$ cat src/rtl/wb_sdrc_arbiter.sv
// Two-master round-robin Wishbone arbiter in front of the SDRAM controller's single slave port.
// Optional feature macro: WB_ARB_TIMEOUT_EN (ack timeout with error pulse and forced release).
module wb_sdrc_arbiter #(
  parameter int APP_AW = 26,
  parameter int dw     = 32,
  parameter int TO_CYC = 64
) (
  input  logic              wb_clk,
  input  logic              wb_resetn,

  input  logic              m0_cyc,
  input  logic              m0_stb,
  input  logic              m0_we,
  input  logic [dw/8-1:0]   m0_sel,
  input  logic [APP_AW-1:0] m0_addr,
  input  logic [dw-1:0]     m0_dati,
  input  logic [2:0]        m0_cti,
  output logic [dw-1:0]     m0_dato,
  output logic              m0_ack,
  output logic              m0_err,

  input  logic              m1_cyc,
  input  logic              m1_stb,
  input  logic              m1_we,
  input  logic [dw/8-1:0]   m1_sel,
  input  logic [APP_AW-1:0] m1_addr,
  input  logic [dw-1:0]     m1_dati,
  input  logic [2:0]        m1_cti,
  output logic [dw-1:0]     m1_dato,
  output logic              m1_ack,
  output logic              m1_err,

  output logic              wb_cyc,
  output logic              wb_stb,
  output logic              wb_we,
  output logic [dw/8-1:0]   wb_sel,
  output logic [APP_AW-1:0] wb_addr,
  output logic [dw-1:0]     wb_dati,
  output logic [2:0]        wb_cti,
  input  logic              wb_ack,
  input  logic [dw-1:0]     wb_dato,

  output logic [1:0]        grant
);

  typedef enum logic [1:0] {
    IDLE = 2'd0,
    OWN0 = 2'd1,
    OWN1 = 2'd2
  } state_e;

  state_e     state_q, state_d;
  logic       last_owner_q, last_owner_d;
  logic       timeout;
  logic [1:0] req;
  logic       fwd_ack;

  assign grant = {state_q == OWN1, state_q == OWN0};

`ifdef WB_ARB_TIMEOUT_EN
  localparam logic [6:0] TO_LIMIT = 7'(TO_CYC - 1);

  logic [6:0] cnt_q, cnt_d;
  logic [1:0] err_q, err_d;
  logic [1:0] blocked_q, blocked_d;

  // A timed-out master stays blocked until it has dropped cyc, so it cannot re-win immediately.
  always_comb begin
    timeout   = (state_q != IDLE) && wb_stb && !wb_ack && (cnt_q == TO_LIMIT);
    cnt_d     = '0;
    if ((state_q != IDLE) && wb_stb && !wb_ack && !timeout) begin
      cnt_d = cnt_q + 7'd1;
    end
    err_d     = timeout ? grant : 2'b00;
    blocked_d = blocked_q & {m1_cyc, m0_cyc};
    if (timeout) begin
      blocked_d = blocked_d | grant;
    end
    req       = {m1_cyc & ~blocked_q[1], m0_cyc & ~blocked_q[0]};
  end

  always_ff @(posedge wb_clk or negedge wb_resetn) begin
    if (!wb_resetn) begin
      cnt_q     <= '0;
      err_q     <= 2'b00;
      blocked_q <= 2'b00;
    end else begin
      cnt_q     <= cnt_d;
      err_q     <= err_d;
      blocked_q <= blocked_d;
    end
  end

  assign m0_err = err_q[0];
  assign m1_err = err_q[1];
`else
  logic [6:0] unused_to_limit;

  assign unused_to_limit = 7'(TO_CYC - 1);
  assign timeout         = 1'b0;
  assign req             = {m1_cyc, m0_cyc};
  assign m0_err          = 1'b0;
  assign m1_err          = 1'b0;
`endif

  // On a tie the master that did not own the bus last wins.
  always_comb begin
    state_d      = state_q;
    last_owner_d = last_owner_q;
    case (state_q)
      IDLE: begin
        if (req == 2'b11) begin
          state_d = last_owner_q ? OWN0 : OWN1;
        end else if (req[0]) begin
          state_d = OWN0;
        end else if (req[1]) begin
          state_d = OWN1;
        end
      end
      OWN0: begin
        if (!m0_cyc || timeout) begin
          state_d      = IDLE;
          last_owner_d = 1'b0;
        end
      end
      OWN1: begin
        if (!m1_cyc || timeout) begin
          state_d      = IDLE;
          last_owner_d = 1'b1;
        end
      end
      default: state_d = IDLE;
    endcase
  end

  always_ff @(posedge wb_clk or negedge wb_resetn) begin
    if (!wb_resetn) begin
      state_q      <= IDLE;
      last_owner_q <= 1'b1;
    end else begin
      state_q      <= state_d;
      last_owner_q <= last_owner_d;
    end
  end

  always_comb begin
    wb_cyc  = 1'b0;
    wb_stb  = 1'b0;
    wb_we   = 1'b0;
    wb_sel  = '0;
    wb_addr = '0;
    wb_dati = '0;
    wb_cti  = '0;
    case (state_q)
      OWN0: begin
        wb_cyc  = m0_cyc;
        wb_stb  = m0_stb;
        wb_we   = m0_we;
        wb_sel  = m0_sel;
        wb_addr = m0_addr;
        wb_dati = m0_dati;
        wb_cti  = m0_cti;
      end
      OWN1: begin
        wb_cyc  = m1_cyc;
        wb_stb  = m1_stb;
        wb_we   = m1_we;
        wb_sel  = m1_sel;
        wb_addr = m1_addr;
        wb_dati = m1_dati;
        wb_cti  = m1_cti;
      end
      default: ;
    endcase
  end

  // Slave acks outside an active strobe of the current owner are dropped.
  assign fwd_ack = wb_ack & wb_cyc & wb_stb;
  assign m0_ack  = fwd_ack & (state_q == OWN0);
  assign m1_ack  = fwd_ack & (state_q == OWN1);
  assign m0_dato = (state_q != IDLE) ? wb_dato : '0;
  assign m1_dato = (state_q != IDLE) ? wb_dato : '0;

endmodule
$ cat config.mk
export PLATFORM = sky130hd
export DESIGN_NAME = wb_sdrc_arbiter
export DESIGN_NICKNAME = d
export VERILOG_FILES = /design/src/rtl/wb_sdrc_arbiter.sv
export SDC_FILE = /design/constraint.sdc
export NUM_CORES = 1
export LEC_CHECK = 0
export ABC_CLOCK_PERIOD_IN_PS = 2100
export BUFFER_PORTS_ARGS = -buffer_cell sky130_fd_sc_hd__buf_4
export CAP_MARGIN = 20
export CELL_PAD_IN_SITES_DETAIL_PLACEMENT = 0
export CELL_PAD_IN_SITES_GLOBAL_PLACEMENT = 2
export CORE_MARGIN = 2
export CORE_UTILIZATION = 11
export CTS_BUF_LIST = sky130_fd_sc_hd__clkbuf_8
export CTS_CLUSTER_DIAMETER = 80
export DETAILED_ROUTE_END_ITERATION = 10
export PLACE_DENSITY_LB_ADDON = 0.1
export SYNTH_ARGS = -nofsm -noshare
export SYNTH_HDL_FRONTEND = slang
export SYNTH_SLANG_ARGS = --single-unit
$ cat constraint.sdc
create_clock -name wb_clk -period 2.1 [get_ports wb_clk]
set_clock_uncertainty 0.2 [all_clocks]
set_input_delay 0.42 -clock wb_clk [delete_from_list [all_inputs] [get_ports wb_clk]]
set_output_delay 0.42 -clock wb_clk [all_outputs]
set_load 0.02 [all_outputs]
* After elaboration in Yosys (flattened, before gate mapping)
Cells that the tools add are included.
Word-level totals: output and inout bits 138, logic and storage cells 35, input bits 171, register bits 3
Operators by class: bitwise logic cells 4, muxes and demuxes 18, equality and inequality tests 6, reductions and logical operators 5
Operator list (number):
- $pmux W32 S2 | 1
- $pmux W26 S2 | 1
- $mux W32 | 1
- $mux W2 | 6
- $pmux W1 S2 | 4
- $pmux W4 S2 | 1
- $pmux W2 S3 | 1
- $pmux W3 S2 | 1
- $reduce_and A3 Y1 | 2
- $and A1 B1 Y1 | 4
- $eq A2 B2 Y1 const B | 2
- $ne A2 B2 Y1 const B | 2
- $ne A4 B4 Y1 const B | 1
- $reduce_bool A2 Y1 | 2
- $eq A2 B1 Y1 const B | 1
- $logic_not A2 Y1 | 1
- $mux W1 | 2

* Depth between registers and ports, before layout
word-level depth 5, gate-level depth with buffers 7

* Worst setup path before layout
Ideal clock, no wire load.
kind reg2out, from register state_q[1], to output m0_ack, path slack -0.108 ns, arrival time 1.588 ns, data required time 1.480 ns, buffers on the path 2, cell stages (with the launch flop) 8, cell sequence dfrtp_1 > inv_1 > ha_1 > buf_2 > buf_6 > a22oi_2 > nand4b_4 > nor2_1
Between the ends: word-level cells in the longest chain between the ends 5, elaborated cells between the ends (all ways) 7, those cells by class eq/ne: 2; mux: 2; bitwise: 3
RTL lines:
- start, declared | line 52 | state_e state_q, state_d;
- start signal, assigned | line 141 | state_q <= state_d;
- $eq A2 B1 Y1 (*)
- named net grant[0] | line 43 | output logic [1:0] grant
- $pmux W1 S2 | line 154 | case (state_q)
- $and A1 B1 Y1 (2 in a row) | line 178 | assign fwd_ack = wb_ack & wb_cyc & wb_stb;
- $and A1 B1 Y1 (*) | line 179 | assign m0_ack = fwd_ack & (state_q == OWN0);
- end, declared | line 19 | output logic m0_ack,
Mark *: on every way through the listed nets, which the timed path passes. The rest lies on a longest branch.

* Worst setup path in the final report
from register state_q[0], to output wb_dati[27]
Between the ends: word-level cells in the longest chain between the ends 2, elaborated cells between the ends (all ways) 3, those cells by class eq/ne: 2; mux: 1
RTL lines:
- $eq A2 B2 Y1 / $eq A2 B1 Y1 (equally long branches) | line 154
- $pmux W32 S2 (*) | line 154
- end, declared | line 38 | output logic [dw-1:0] wb_dati,
Mark *: on every way between the ends. The rest lies on a longest branch, timed or not.

==> results.py <==
metrics = {
    "run_status": {
        "outcome": "finished with violations",
        "violations": "setup timing",
    },
    "routing": {
        "num_vias": 2966,
        "drt_iter0_markers": 62,
        "drt-total-wl_mm": 12.2,
        "remaining_drc_errors": 0,
        "wire_per_inst_um": 16.3,
        "vias_per_cell": 3.94,
        "ant_nets": 0,
        "dr.pass1.iters": 4,
    },
    "yosys": {
        "synth.most_common_cell": "nor2b_1",
        "synth_flop_cell": "dfrtp_1",
        "muxShareOfSynthArea_pct": 0,
        "synthAdderAreaFrac_pct": 2.75,
        "ys_types": 23,
        "postSynthAreaPerCell_um2": 7.04,
        "ys_seq_area_share_pct": 4.20,
        "async_reset_ff_share_pct": 100,
        "yosysWarnings": 0,
        "synth_cells": 258,
        "ys_ff_latch": 3,
        "synth_top_family_by_area": "simple AND/OR/NAND/NOR gates",
        "synth_edf_count": 0,
        "synth.cells.most_frequent": "nor2b_1, a22oi_1, buf_4",
        "synth_top_area_share_pct": 30.6,
        "yosys-top-cells-area": "nor2b_1, a22oi_1, buf_4",
        "synth_top_area_cell": "nor2b_1",
        "yosys.area_share.simple_pct": 37.6,
        "syn_area_mm2": 0.00182,
        "synth-xor-area-share_pct": 0,
        "synth-compound-area-share_pct": 31.5,
    },
    "final_layout": {
        "drive_gt1_share_pct": 76.1,
        "final_area_mm2": 0.00491,
        "utilization_pct": 30.7,
        "antenna_cells": 0,
        "n_fill_cell": 1739,
        "syn_to_final_growth_pct": 170,
        "nets": 712,
    },
    "clock_tree": {
        "cts_inserted_buffers": 3,
        "cts.path.max_buffers": 2,
        "clock-root-buffer": "clkbuf_8",
        "clk_latency_ps": 220,
        "cts_tree": "done",
        "clkTransAtPathRegs_ps": 40,
        "htreeDepth": 1,
        "cts_sinks": 3,
    },
    "floorplanning": {
        "design.core.area_mm2": 0.0160,
        "rows": 46,
        "initial_core_util_pct": 11.4,
        "ioPinCount": 309,
        "die_h_um": 133,
        "die_x_um": 133,
        "die-area_mm2": 0.0176,
    },
    "grt": {
        "antenna_found_initial": 0,
        "grtUsageTotal_pct": 12.2,
        "grt-ovfl-total": 0,
        "grt_pass1_vias": 2929,
        "grt_first_pass_wirelength_mm": 17.0,
        "grt_max_degree": 32,
    },
    "power_and_ir_drop": {
        "ir_drop_uv": 466,
        "power.total_mw": 6.26,
        "p_leak_nw": 2.32,
        "power_density_mw_per_mm2": 1270,
    },
    "hold_path": {
        "min_from": "m1_cyc",
        "worstHoldPathCells": 4,
        "hold_end": "last_owner_q",
        "worstHoldPathType": "in2reg",
    },
    "sta": {
        "hold_viol": 0,
        "tns_ps": -5990,
        "max_freq_mhz": 453,
        "rsz0062_at_grt": "yes",
        "finalSetupViolCount": 80,
        "slew_violations": 0,
        "final.period_utilization_pct": 105,
        "fin_ws_ps": -110,
        "period_minus_slack_ps": 2210,
    },
    "setup_path": {
        "startpoint_type": "flip-flop",
        "critPathArrivalTime_ps": 1590,
        "cp_max_fo": 14,
        "ff2ff_setup_slack_ps": 380,
        "rr_worst_depth": 7,
        "r2r-end": "state_q[1]",
        "end_kind": "output port",
        "crit_required_ps": 1480,
        "slowest_delay_ps": 410,
        "r2r_start": "state_q[0]",
        "critical_path.cell_chain": "inv_2 -> ha_4 -> buf_6 -> a22oi_1 -> nor2b_1 -> buf_4",
        "crit_slowest_cell": "dfrtp_1",
        "critPathKind": "reg2out",
    },
    "placed_design": {
        "portBuffers": 306,
        "gp_congestion": 0.728,
        "place_area_mm2": 0.00414,
        "hpwl_mm": 8.92,
    },
    "run": {
        "maxCapViolations": 0,
    },
}
==> per-stage QoR <==
stage               setup slack (ps)  hold slack (ps)  std cells
global route                    -211              334        752
global placement               -87.3             14.0        734
CTS                             -140              292        749
detailed placement              -120             17.8        734
floorplan                      -6.52            -75.6        259
finish                          -110              300        752
==> metal layers <==
metal  wire length [µm]  vias to the layer above  track usage (%)
li1                   -                     1423                -
met1               4080                     1360             12.1
met2               7010                      181             25.7
met3               1140                        2             3.79
met4                 14                        0            0.538
met5                  0                        -                0
==> critical path, delay by kind of cell (launching register included) <==
kind                     cells  cell delay [ps]
AO/OA/AOI/OAI                1              100
adder cells (fa/ha/maj)      1              230
buffers and inverters        3              490
flip-flops                   1              410
AND/OR/NAND/NOR              1              130
==> what timing repair did <==
action                                  CTS  global route
endpoints found under the setup margin   93           118
pin swaps                                 7             1
setup buffers                             6             1
hold endpoints to repair                  3             0
hold buffers                              1             0
gates cloned                              4             3
gates resized for setup                  60            58
==> final cells by class <==
class	count	area (µm²)	share of cell area, %
Timing Repair Buffer	333	2840	57.8
Multi-Input combinational cell	189	1660	33.7
Tap cell	216	270	5.50
Sequential cell	3	76.3	1.55
Clock buffer	3	41.3	0.840
Inverter	7	26.3	0.535
Clock inverter	1	3.75	0.0764
==> registers in the layout, summed over array words and instances, names as in the netlist <==
register and flops:
state_q 2, last_owner_q 1
==> power breakdown <==
part	switching, mW	internal [mW]
Clock	0.0449	0.125
Combinational	3.00	2.98
Sequential	0.0246	0.0867
Total	3.07	3.19
==> cell families after synthesis <==
kind of cell / Yosys count
AND/OR/NAND/NOR: 106
AO/OA/AOI/OAI: 77
buffers and inverters: 67
adder cells (fa/ha/maj): 4
flip-flops: 3
other: 1
==> cell usage in the layout, fill, tap and decap left out, types with 2 or more instances in the layout <==
cell type,count
o21ai_0,2
buf_16,4
a21oi_1,4
a22oi_1,39
buf_6,24
clkbuf_8,3
a22oi_2,29
conb_1,2
dfrtp_1,2
and2b_1,10
clkbuf_16,3
nor2b_1,57
nor2b_4,10
buf_4,291
ha_4,4
buf_8,2
buf_12,8
nor2b_2,22
nor2_4,2
inv_2,2
inv_1,6
==> how the worst max path moves through the flow <==
stage	start	to	cells after the start
detailed placement	state_q[1]	wb_dati[12]	6
CTS	state_q[0]	wb_dati[8]	6
floorplan	state_q[0]	m1_dato[16]	5
global placement	state_q[1]	wb_dati[12]	6
finish	state_q[0]	wb_dati[27]	6
global route	state_q[0]	wb_addr[12]	6
No activity file was read; power rests on OpenSTA's default activity.
